$ cat config.mk
export PLATFORM = sky130hd
export DESIGN_NAME = freq_meter_hyst
export DESIGN_NICKNAME = d
export VERILOG_FILES = /design/src/rtl/freq_meter_pkg.sv /design/src/rtl/zc_hyst_cmp.sv /design/src/rtl/freq_meter_hyst.sv
export SDC_FILE = /design/constraint.sdc
export NUM_CORES = 1
export LEC_CHECK = 0
export BUFFER_PORTS_ARGS = -buffer_cell sky130_fd_sc_hd__buf_2
export CELL_PAD_IN_SITES_DETAIL_PLACEMENT = 1
export CELL_PAD_IN_SITES_GLOBAL_PLACEMENT = 2
export CORE_ASPECT_RATIO = 0.6
export CORE_MARGIN = 1.5
export CORE_UTILIZATION = 36
export DETAILED_ROUTE_END_ITERATION = 10
export PLACE_DENSITY_LB_ADDON = 0.1
export SYNTH_ARGS = -nofsm -noshare
export SYNTH_HDL_FRONTEND = slang
export SYNTH_SLANG_ARGS = --single-unit
$ cat constraint.sdc
create_clock -name adc_clk -period 4.2 [get_ports adc_clk]
set_clock_uncertainty 0.15 [all_clocks]
set_input_delay 0.42 -clock adc_clk [delete_from_list [all_inputs] [get_ports adc_clk]]
set_output_delay 0.42 -clock adc_clk [all_outputs]
set_load 0.1 [all_outputs]
$ cat src/rtl/freq_meter_pkg.sv
// Shared types and default parameters for the hysteresis zero-crossing frequency meter.
package freq_meter_pkg;

  typedef enum logic [1:0] {
    ST_ACQ     = 2'd0,
    ST_TRACK   = 2'd1,
    ST_TIMEOUT = 2'd2
  } fm_state_e;

  localparam int DEF_DATA_WIDTH    = 12;
  localparam int DEF_CNT_WIDTH     = 16;
  localparam int DEF_AVG_LOG2      = 2;
  localparam int DEF_HYST          = 8;
  localparam int DEF_TOL           = 1;
  localparam int DEF_STABLE_CYCLES = 3;

endpackage

$ cat src/rtl/zc_hyst_cmp.sv
// Schmitt-style polarity tracker: outputs the current polarity and a one-cycle
// combinational pulse on the sample that flips it from NEG to POS.
module zc_hyst_cmp
  import freq_meter_pkg::*;
#(
  parameter int DATA_WIDTH = DEF_DATA_WIDTH,
  parameter int HYST       = DEF_HYST
) (
  input  logic                         adc_clk,
  input  logic                         rst_n,
  input  logic                         i_valid,
  input  logic signed [DATA_WIDTH-1:0] i_data,
  output logic                         o_pol,
  output logic                         o_rise
);

  localparam logic signed [DATA_WIDTH-1:0] c_hi = DATA_WIDTH'(HYST);
  localparam logic signed [DATA_WIDTH-1:0] c_lo = DATA_WIDTH'(-HYST);

  logic r_pol;
  logic w_rise;
  logic w_fall;

  assign w_rise = i_valid && !r_pol && (i_data >= c_hi);
  assign w_fall = i_valid &&  r_pol && (i_data <= c_lo);

  always_ff @(posedge adc_clk or negedge rst_n) begin
    if (!rst_n)      r_pol <= 1'b0;
    else if (w_rise) r_pol <= 1'b1;
    else if (w_fall) r_pol <= 1'b0;
  end

  assign o_pol  = r_pol;
  assign o_rise = w_rise;

endmodule

$ cat src/rtl/freq_meter_hyst.sv
// Period meter: counts valid samples between rising hysteresis crossings, averages
// the last 2**AVG_LOG2 periods, and flags stability and loss of signal.
module freq_meter_hyst
  import freq_meter_pkg::*;
#(
  parameter int DATA_WIDTH    = DEF_DATA_WIDTH,
  parameter int CNT_WIDTH     = DEF_CNT_WIDTH,
  parameter int AVG_LOG2      = DEF_AVG_LOG2,
  parameter int HYST          = DEF_HYST,
  parameter int TOL           = DEF_TOL,
  parameter int STABLE_CYCLES = DEF_STABLE_CYCLES
) (
  input  logic                         adc_clk,
  input  logic                         rst_n,
  input  logic                         clear,
  input  logic                         data_valid,
  input  logic signed [DATA_WIDTH-1:0] data_in,
  output logic        [CNT_WIDTH-1:0]  period,
  output logic                         period_valid,
  output logic                         stable,
  output logic                         no_signal
);

  localparam int N      = 2 ** AVG_LOG2;
  localparam int SUM_W  = CNT_WIDTH + AVG_LOG2;
  localparam int PTR_W  = (AVG_LOG2 > 0) ? AVG_LOG2 : 1;
  localparam int STAB_W = ($clog2(STABLE_CYCLES + 1) > 0) ? $clog2(STABLE_CYCLES + 1) : 1;

  localparam logic [CNT_WIDTH-1:0] c_cnt_max  = '1;
  localparam logic [AVG_LOG2:0]    c_full     = (AVG_LOG2 + 1)'(N);
  localparam logic [STAB_W-1:0]    c_stab_max = STAB_W'(STABLE_CYCLES);
  localparam logic [CNT_WIDTH:0]   c_tol      = (CNT_WIDTH + 1)'(TOL);

  fm_state_e r_state, w_state_next;

  logic                        w_rise;
  logic                        w_pol_unused;  // polarity kept visible for debug only
  logic [CNT_WIDTH-1:0]        r_cnt;
  logic [CNT_WIDTH-1:0]        w_cnt_inc;
  logic [CNT_WIDTH-1:0]        r_buf [N];
  logic [PTR_W-1:0]            r_wr_ptr;
  logic [AVG_LOG2:0]           r_fill, w_fill_next;
  logic [SUM_W-1:0]            r_sum, w_sum_next;
  logic [CNT_WIDTH-1:0]        w_old;
  logic [STAB_W-1:0]           r_stab;
  logic signed [CNT_WIDTH:0]   w_diff;
  logic [CNT_WIDTH:0]          w_abs;
  logic                        w_in_tol;
  logic                        w_full;
  logic                        w_push;
  logic                        w_to_timeout;
  logic                        w_recover;
  logic                        w_flush;

  zc_hyst_cmp #(
    .DATA_WIDTH (DATA_WIDTH),
    .HYST       (HYST)
  ) u_cmp (
    .adc_clk (adc_clk),
    .rst_n   (rst_n),
    .i_valid (data_valid),
    .i_data  (data_in),
    .o_pol   (w_pol_unused),
    .o_rise  (w_rise)
  );

  always_ff @(posedge adc_clk or negedge rst_n) begin
    if (!rst_n) r_state <= ST_ACQ;
    else        r_state <= w_state_next;
  end

  // NOTE: every comb output gets a default first so no path leaves it unassigned (no latch).
  always_comb begin
    w_state_next = r_state;
    w_push       = 1'b0;
    w_to_timeout = 1'b0;
    w_recover    = 1'b0;
    if (clear) begin
      w_state_next = ST_ACQ;
    end else if (data_valid) begin
      unique case (r_state)
        ST_ACQ, ST_TRACK: begin
          if (w_rise) begin
            w_state_next = ST_TRACK;
            w_push       = (r_state == ST_TRACK);
          end else if (w_cnt_inc == c_cnt_max) begin
            w_state_next = ST_TIMEOUT;
            w_to_timeout = 1'b1;
          end
        end
        ST_TIMEOUT: begin
          if (w_rise) begin
            w_state_next = ST_TRACK;
            w_recover    = 1'b1;
          end
        end
        default: w_state_next = ST_ACQ;
      endcase
    end
  end

  assign w_flush     = clear || w_to_timeout;
  assign w_cnt_inc   = r_cnt + 1'b1;
  assign w_full      = (r_fill == c_full);
  // Until the ring is full the slot being overwritten holds nothing to retire.
  assign w_old       = w_full ? r_buf[r_wr_ptr] : '0;
  assign w_sum_next  = r_sum + SUM_W'(w_cnt_inc) - SUM_W'(w_old);
  assign w_fill_next = w_full ? r_fill : r_fill + 1'b1;
  assign w_diff      = $signed({1'b0, w_cnt_inc}) - $signed({1'b0, period});
  assign w_abs       = w_diff[CNT_WIDTH] ? $unsigned(-w_diff) : $unsigned(w_diff);
  assign w_in_tol    = (w_abs <= c_tol);

  // NOTE: sequential state uses non-blocking assignments so all registers update together.
  always_ff @(posedge adc_clk or negedge rst_n) begin
    if (!rst_n) begin
      r_cnt <= '0;
    end else if (clear) begin
      r_cnt <= '0;
    end else if (data_valid) begin
      if (w_rise)                      r_cnt <= '0;
      else if (r_state != ST_TIMEOUT)  r_cnt <= w_cnt_inc;
    end
  end

  always_ff @(posedge adc_clk or negedge rst_n) begin
    if (!rst_n) begin
      r_sum    <= '0;
      r_fill   <= '0;
      r_wr_ptr <= '0;
      r_stab   <= '0;
      // NOTE: the ring is tiny and must read as zero after reset, so it is reset like any register.
      for (int i = 0; i < N; i++) r_buf[i] <= '0;
    end else if (w_flush) begin
      r_sum    <= '0;
      r_fill   <= '0;
      r_wr_ptr <= '0;
      r_stab   <= '0;
    end else if (w_push) begin
      r_buf[r_wr_ptr] <= w_cnt_inc;
      r_wr_ptr        <= r_wr_ptr + 1'b1;
      r_sum           <= w_sum_next;
      r_fill          <= w_fill_next;
      if (w_full) begin
        if (!w_in_tol)                 r_stab <= '0;
        else if (r_stab != c_stab_max) r_stab <= r_stab + 1'b1;
      end
    end
  end

  always_ff @(posedge adc_clk or negedge rst_n) begin
    if (!rst_n) begin
      period       <= '0;
      period_valid <= 1'b0;
      no_signal    <= 1'b0;
    end else begin
      period_valid <= 1'b0;
      if (clear)             no_signal <= 1'b0;
      else if (w_to_timeout) no_signal <= 1'b1;
      else if (w_recover)    no_signal <= 1'b0;
      if (w_push && (w_fill_next == c_full)) begin
        period       <= CNT_WIDTH'(w_sum_next >> AVG_LOG2);
        period_valid <= 1'b1;
      end
    end
  end

  assign stable = (r_stab == c_stab_max);

endmodule
==> metrics.txt, run 1 <==
critical path launch point type flip-flop; Clk Latency, worst-skew pair 0.44 ns; PwrDens 316 nW/um^2; Worst Max-Slew Pin Slew 0.933 ns; CTS H-tree lvls 4; sequential fraction of the synthesis area 38.9%; Switching Fraction 27.0%; Syn. warnings 0; global-route wire length before repair 44.0 mm; ys async rst share 100%; crit path time final 4.22 ns; area share of the largest cell type after synthesis 38.9%; register share of total power 35.0%; WP data arrival 4.41 ns; CTS root buffer clkbuf_16; nets 1132; vias in the first global route 7877; Mapped Area 8110 um^2; unrepaired setup endpoints after global routing true; violated checks setup timing; worst path cell trace buf_6 -> inv_4 -> ha_4 -> inv_4 -> fa_2 -> a21o_1 -> a221o_2 -> a31oi_2 -> xor2_2 -> nand2_1 -> nor4_4 -> mux2_4 -> o32ai_4 -> buf_6 -> nand4_1 -> a31oi_1; DR vias/cell 5.49; total iterations of the first detailed-routing run 5; CP top delay family compound AO/OA/AOI/OAI gates; final instance area 11200 um^2; GPL Wtd Cong 0.890; Clock Sinks 126; pre-CTS setup slack -0.618 ns; worst setup path class flip-flop to flip-flop; crit path capture type flip-flop; setup ws final -0.0169 ns; syn avg cell area 9.18 um^2; Lkg Pwr 4.97 nW; count leader, synth nand2_1; final WL 28.5 mm; maxcap violations 0; Critical Path RT 4.40 ns; slowest CP cell a221o_2; Tot GR Track Use 24.7%; dpl cell area 9460 um^2; ant diodes 0; EDFF count, synth 0; syn nets 961; Pint 2.57 mW; antenna violations before repair 0; TritonCTS Buffers 17; WL/cell 21.0 um; # setup viols final 2; Clock Power Share 46.6%; Core ar. 22100 um^2; layout cell share with drive strength beyond 1 34.9%; top cells by area, synth dfrtp_1 39%, o21ai_0 7.2%, ha_1 6.8%; Comb power frac 18.4%; Final Cycle Share 100%; IO buf count 34; final slew viol count 0; Die Wd 197 um; Initial DRC Count 367; initial core utilization 36.8%; critical path peak fanout 7; row cnt 42; Synth area leader dfrtp_1; drt drc 0; pin count of the biggest net entering global routing 87; cells after synthesis 884; DP HPWL 20.6 mm; Commonest cells post-synth 143 x nand2_1, 126 x dfrtp_1, 117 x o21ai_0; switching pwr 950 uW; Vias 7428; die area 23500 um^2; Rel. slew slack 37.6%; Die H 119 um; Max VDD drop 0.264 mV; Area Overhead vs Synth 37.4%; Overflow after GRT 0; Top FF cell, synth dfrtp_1; Top Ports 35; Worst Hold Class input pin to flip-flop; largest stage delay on the critical path 0.44 ns; fmax 0.237 GHz; status complete, but fails checks; Yosys cell types 70; Post-DRT Antenna Nets 0; Clock Tree Buf Depth 2; Clk pin slew, worst setup/hold paths 0.06 ns; FF+latch count, synth 126; Bufs and invs on worst path 4; TritonCTS clock tree done; Fin. Hold Viols 0
-- layer usage --
metal,vias up,wire length [um],GRT usage [%],share of wire [%]
met3,18,770,4.33,2.7
met1,3838,14200,35.8,50
li1,3488,-,-,-
met2,84,13200,38.4,46
met4,0,228,6.06,0.80
met5,-,0,0,0
-- layout by cell type (no fill, tap or decap), types with 10 or more instances in the layout --
cell / count
clkbuf_16: 17
a21o_1: 10
a21oi_1: 17
fa_1: 14
nand3_1: 29
nand2_1: 140
nor2_1: 27
ha_1: 29
inv_1: 43
o21ai_1: 11
mux4_2: 16
and2_1: 10
ha_4: 14
dfrtp_1: 121
buf_6: 11
xnor2_1: 17
o21ai_0: 112
buf_2: 33
buf_4: 145
nor3_1: 14
-- cells by family after synthesis --
group | synth area share, %
simple gates | 18.0
compound gates | 17.6
flops | 38.9
buf+inv | 4.46
fa+ha+maj | 11.0
xor+xnor | 4.43
mux | 5.74
-- registers in the layout (all words and copies together), names as in the netlist, 2 cells and up --
signal    count
r_cnt        16
r_sum        18
r_fill        3
period       16
r_stab        2
r_buf        64
r_wr_ptr      2
r_state       2
-- power groups by stage --
stage / combinational (mW) / clock (mW) / sequential (mW)
finish: 0.648 / 1.64 / 1.23
CTS: 0.562 / 1.67 / 1.23
floorplan: 0.279 / 0 / 1.26
global route: 0.697 / 1.73 / 1.23
detailed placement: 0.503 / 0 / 1.25
global placement: 0.483 / 0 / 1.25
-- layout make-up --
type / instances / area, um^2
flip-flops and latches: 126 / 3160
multi-input cells: 665 / 5380
clock buffers: 22 / 484
repair buffers: 191 / 1410
fillers: 2461 / 10900
well taps: 286 / 358
clock inverters: 10 / 159
inverters: 54 / 208
-- repair_timing --
action / CTS / global route
buffers inserted: 14 / 17
setup endpoints to repair: 12 / 15
resized for setup: 56 / 96
hold endpoints to repair: 85 / 0
pin swaps: 21 / 44
cloned: 0 / 0
hold buffers: 1 / 0
-- stage by stage --
step	utilization (%)	hold WS, ns	instances	TNS, ns	total power [mW]
after floorplan	-	-0.0256	884	0	1.54
after global placement	42.9	0.307	1290	-0.718	1.74
after detailed placement	42.9	0.320	1290	-1.51	1.76
after CTS	47.8	0.0473	1337	-0.0271	3.47
after global routing	50.5	0.0716	1354	-0.328	3.66
final	50.5	0.0676	1354	-0.0282	3.52
-- final timing paths --
path                           start         to  slack, ns  cells after the start
max in group asynchronous      rst_n  period[9]       2.35                      3
hold reg to reg            r_buf[62]  r_buf[62]       0.33                      2
hold / removal                 clear  no_signal       0.07                      2
setup / recovery            r_cnt[0]  r_stab[0]      -0.02                     16
setup reg to reg            r_cnt[0]  r_stab[0]      -0.02                     16
min in group asynchronous      rst_n  r_buf[58]       0.47                      2
(Power assumes the default switching activity.)
==> inputs of run 2 (changes only) <==
- CORE_MARGIN: 1.5 -> 5
==> metrics.txt, run 2 (same netlist as run 1, synthesis figures left out) <==
final slew viol count 0 (unchanged); Max VDD drop 0.260 mV (-1.6%); critical path peak fanout 7 (unchanged); TritonCTS Buffers 17 (unchanged); Reg with most FFs r_buf; TritonCTS clock tree done; final WL 27.8 mm (-2.5%); DR vias/cell 5.34 (-2.6%); global-route wire length before repair 45.0 mm (+2.2%); IO buf count 34 (unchanged); crit path capture type flip-flop; initial core utilization 36.7% (-0.087 points); Area Overhead vs Synth 35.0%; critical path launch point type flip-flop; sink of the worst hold path no_signal; unrepaired setup endpoints after global routing true; Lkg Pwr 4.93 nW (-0.71%); violated checks setup timing; ant diodes 0 (unchanged); Die H 126 um (+5.9%); WP data arrival 4.44 ns (+0.03 ns); CTS H-tree lvls 4 (unchanged); Reg2Reg Setup Slack -0.05 ns (-0.04 ns); WL/cell 20.2 um (-3.9%); Clk pin slew, worst setup/hold paths 0.06 ns (about the same); maxcap violations 0 (unchanged); slowest CP cell a221o_2; commonest non-fill, non-tap cell in the layout buf_4; drt drc 0 (unchanged); Worst Max-Slew Pin Slew 0.931 ns (-0.00254 ns); register area 3160 um^2 (about the same); Die Wd 204 um (+3.6%); vias in the first global route 8029 (+1.9%); crit path time final 4.25 ns (+0.0376 ns); antenna violations before repair 0 (unchanged); Overflow after GRT 0 (unchanged); layout cell share with drive strength beyond 1 32.5% (-2.5 points); Initial DRC Count 313 (-15%); FILL cells 2500 (+1.6%); reg2reg start r_cnt[0]; Regs by FF count r_buf (64), r_sum (18); Tot GR Track Use 22.2% (-2.5 points); GPL Wtd Cong 0.865 (-2.8%); row cnt 42 (unchanged); WHS Path Cells 2 (unchanged); status complete, but fails checks; die area 25700 um^2 (+9.6%); dpl cell area 9520 um^2 (+0.56%); commonest non-fill, non-tap cells in the layout 145 x buf_4, 140 x nand2_1, 120 x dfrtp_1, 114 x o21ai_0, 47 x inv_1; worst reg-to-reg path cell count 16 (unchanged); worst hold start clear; Core ar. 22100 um^2 (+0.24%); Final Cycle Share 101% (+0.89 points); CP top delay family compound AO/OA/AOI/OAI gates; largest stage delay on the critical path 0.45 ns (about the same); worst setup path class flip-flop to flip-flop; Clock Sinks 126 (unchanged); final instance area 11000 um^2 (-1.8%); pre-CTS setup slack -0.697 ns (-0.0791 ns); Worst Hold Class input pin to flip-flop; worst path cell trace buf_6 -> inv_4 -> ha_4 -> inv_6 -> fa_2 -> a21o_1 -> a221o_2 -> a2111oi_4 -> nor3b_2 -> o21bai_4 -> nor4_4 -> mux2_4 -> o32ai_4 -> buf_6 -> nand4_1 -> o211ai_1; Reg-to-Reg End r_stab[1]; pin count of the biggest net entering global routing 96 (+10%); CTS root buffer clkbuf_16; Top Ports 35 (unchanged); max reg flops 64 (unchanged); Fin. Hold Viols 0 (unchanged); Clock Tree Buf Depth 2 (unchanged); Critical Path RT 4.39 ns (about the same); fmax 0.235 GHz (-0.88%); PwrDens 309 nW/um^2 (-2.3%); total power 3.38 mW (-4.0%); nets 1130 (-0.18%); total iterations of the first detailed-routing run 5 (unchanged); Bufs and invs on worst path 4 (unchanged); # setup viols final 2 (unchanged); Vias 7343 (-1.1%); multi-input logic area 5220 um^2 (-2.9%); Clk Latency, worst-skew pair 0.44 ns (about the same); Setup TNS Final -0.0989 ns (-0.0707 ns); CP dominant cell by count buf_6; Post-DRT Antenna Nets 0 (unchanged); DP HPWL 20.8 mm (+0.94%); setup ws final -0.0544 ns (-0.0376 ns); Rel. slew slack 37.9% (+0.34 points)
==> run 2: changes by cell type in the layout (fill, tap and decap cells not counted), moves of 4 or more <==
cell | before | now
inv_1 | 43 | 47
ha_4 | 14 | 8
inv_2 | 9 | 5
ha_1 | 29 | 35
==> run 2: layout make-up <==
class	count	area share [%]
clock buffers	21	4.20
clock inverters	11	1.27
repair buffers	189	12.6
multi-input cells	665	47.7
well taps	308	3.52
inverters	54	1.92
flip-flops and latches	126	28.9
==> run 2: repair_timing <==
| action | in CTS | in global routing |
|---|---|---|
| resized for setup | 89 | 35 |
| pin swaps | 24 | 22 |
| hold endpoints to repair | 51 | 0 |
| setup endpoints to repair | 12 | 12 |
| buffers inserted | 17 | 7 |
| hold buffers | 1 | 0 |
==> run 2: stage by stage <==
step | utilization [%] | hold WS (ns) | instances
final | 49.5 | 0.0639 | 1374
after detailed placement | 43.0 | 0.319 | 1317
after floorplan | - | -0.0256 | 884
after global placement | 43.0 | 0.307 | 1317
after global routing | 49.5 | 0.0586 | 1374
after CTS | 48.6 | 0.0346 | 1367
==> run 2: worst max-delay path by stage <==
stage	depth (start not counted)	slack (ns)	start	end
after floorplan	15	0.03	r_cnt[1]	r_stab[0]
after global placement	17	-0.38	r_cnt[0]	r_stab[1]
after detailed placement	17	-0.70	r_cnt[0]	r_stab[1]
after CTS	16	-0.05	r_cnt[0]	r_stab[1]
after global routing	17	-0.22	r_cnt[1]	r_stab[0]
final	16	-0.05	r_cnt[0]	r_stab[1]
==> run 2: report_power, final <==
part	switching (mW)	leakage (nW)	internal (mW)
combinational	0.336	2.89	0.262
sequential	0.00991	1.75	1.22
clock	0.587	0.293	0.961
==> run 2: metal layers <==
layer	part of all wire (%)	track usage, %	vias to the layer above
met4	1.5	5.55	0
met1	51	32.7	3739
met2	45	34.3	85
met5	0	0	-
met3	2.6	3.83	26
li1	-	-	3493
==> inputs of run 3 (changes only) <==
- CORE_UTILIZATION: 36 -> 40
- clock period: 4.2 -> 4.64 ns (I/O delays scaled with it)
==> metrics.txt, run 3 (same netlist as run 1, synthesis figures left out) <==
status complete, but fails checks; violated checks hold timing; commonest non-fill, non-tap cell in the layout nand2_1; DP HPWL 19.1 mm (-8.3%); Clock Sinks 126 (unchanged); final slew viol count 0 (unchanged); vias in the first global route 7325 (-8.8%); Tot GR Track Use 22.5% (+0.23 points); # setup viols final 0 (-2); initial core utilization 40.6% (+4.0 points); Overflow after GRT 0 (unchanged); antenna violations before repair 1 (+1); pin count of the biggest net entering global routing 91 (-5.2%); crit path time final 4.53 ns (+0.271 ns); Clk pin slew, worst setup/hold paths 0.06 ns (about the same); final instance area 9620 um^2 (-12%); total power 2.89 mW (-14%); TritonCTS Buffers 17 (unchanged); WL/cell 20.6 um (+1.9%); critical path peak fanout 11 (+4); Worst Hold Class input pin to asynchronous set/reset pin; Die Wd 194 um (-4.9%); Final Cycle Share 97.5% (-3.8 points); max reg flops 64 (unchanged); maxcap violations 0 (unchanged); Lkg Pwr 4.32 nW (-12%); ant diodes 0 (unchanged); CTS root buffer clkbuf_16; PwrDens 300 nW/um^2 (-2.6%); nets 1029 (-8.9%); critical path launch point type flip-flop; row cnt 40 (-4.8%); IO buf count 34 (unchanged); global-route wire length before repair 41.2 mm (-8.4%); Clk Latency, worst-skew pair 0.43 ns (about the same); Critical Path RT 4.84 ns (+0.45 ns); die area 23300 um^2 (-9.4%); hold_ws -0.0532 ns (-0.117 ns); Post-CTS Hold Buffers 0 (-1); Post-DRT Antenna Nets 0 (unchanged); GPL Wtd Cong 0.905 (+4.6%); Worst Max-Slew Pin Slew 0.916 ns (-0.0148 ns); worst setup path class flip-flop to flip-flop; Clock Tree Buf Depth 2 (unchanged); unrepaired setup endpoints after global routing true; final WL 25.5 mm (-8.2%); DR vias/cell 5.59 (+4.6%); Fin. Hold Viols 35 (+35); TritonCTS clock tree done; Core ar. 20000 um^2 (-9.7%); Rel. slew slack 38.4% (+0.43 points); commonest non-fill, non-tap cells in the layout 142 x nand2_1, 124 x dfrtp_1, 116 x o21ai_0, 53 x inv_1, 53 x buf_4; Die H 120 um (-4.7%); Top Ports 35 (unchanged); layout cell share with drive strength beyond 1 19.3% (-13 points); dpl cell area 8860 um^2 (-6.8%); Regs by FF count r_buf (64), r_sum (18); drt drc 0 (unchanged); crit path capture type flip-flop; WP data arrival 4.72 ns (+0.28 ns); Max VDD drop 0.251 mV (-3.4%); Reg with most FFs r_buf; CTS H-tree lvls 4 (unchanged); Initial DRC Count 404 (+29%); total iterations of the first detailed-routing run 4 (-1); Area Overhead vs Synth 18.6%; fmax 0.221 GHz (-6.0%); Vias 6922 (-5.7%)
## run 3: cell types whose count changed in the layout (fill, tap and decap cells not counted), moves of 5 or more
cell     delta
buf_4      -92
ha_1        +6
inv_1       +6
a21oi_1     +7
xnor2_1     +7
ha_4        -7
xnor2_2     -5
buf_6       -8
## run 3: area by class of cell
class | count | area [um^2]
sequential | 126 | 3160
clock buffer | 21 | 470
inverter | 54 | 203
timing repair buffer | 88 | 586
multi-input combinational | 665 | 4750
tap | 273 | 342
fill | 2254 | 10300
clock inverter | 11 | 115
## run 3: routing by layer
| metal | wire, um | GRT usage, % |
|---|---|---|
| met1 | 13100 | 33.9 |
| met4 | 381 | 5.71 |
| met2 | 11100 | 33.5 |
| met5 | 0 | 0 |
| met3 | 913 | 3.90 |
## run 3: worst paths after layout
| path | endpoint | startpoint | cells after the start | slack, ns |
|---|---|---|---|---|
| setup / recovery | r_stab[0] | r_cnt[0] | 16 | 0.11 |
| hold / removal | r_buf[15] | rst_n | 1 | -0.05 |
| setup reg to reg | r_stab[0] | r_cnt[0] | 16 | 0.11 |
| hold reg to reg | r_buf[62] | r_buf[62] | 2 | 0.33 |
| max in group asynchronous | r_buf[28] | rst_n | 2 | 3.33 |
| min in group adc_clk | no_signal | clear | 2 | 0.14 |
## run 3: stage by stage
| step | setup slack (ns) | TNS (ns) | util (%) | hold WS, ns | cells |
|---|---|---|---|---|---|
| finish | 0.115 | 0 | 48.2 | -0.0532 | 1238 |
| global route | -0.0830 | -0.161 | 48.2 | 0.0346 | 1238 |
| CTS | 0.0154 | 0 | 47.4 | 0.00204 | 1236 |
| detailed placement | -0.0100 | -0.0100 | 44.4 | 0.318 | 1204 |
| global placement | 0.143 | 0 | 44.4 | 0.307 | 1204 |
| floorplan | 0.258 | 0 | - | 0.0184 | 884 |
## run 3: what timing repair did
item / 4_1_cts / 5_1_grt
pin swaps: 0 / 2
endpoints found under the setup margin: 2 / 12
resized for setup: 2 / 33
buffers inserted: 0 / 2
## run 3: power breakdown
group	switching, mW	leakage (nW)	internal (mW)
registers	0.00777	1.75	1.11
clock network	0.517	0.281	0.827
logic	0.272	2.29	0.159
total	0.797	4.32	2.09
## run 3: critical path, stage by stage, from the launching register on
cell and delay (ns):
dfrtp_1 0.41, buf_6 0.17, inv_1 0.08, ha_1 0.32
inv_2 0.08, fa_2 0.38, a21o_1 0.23, a221o_2 0.45
a2111oi_4 0.39, nor3b_2 0.10, o21bai_2 0.25, nor4_4 0.29
mux2_2 0.38, o32ai_1 0.25, buf_4 0.19, nand4_1 0.12
a31oi_1 0.20
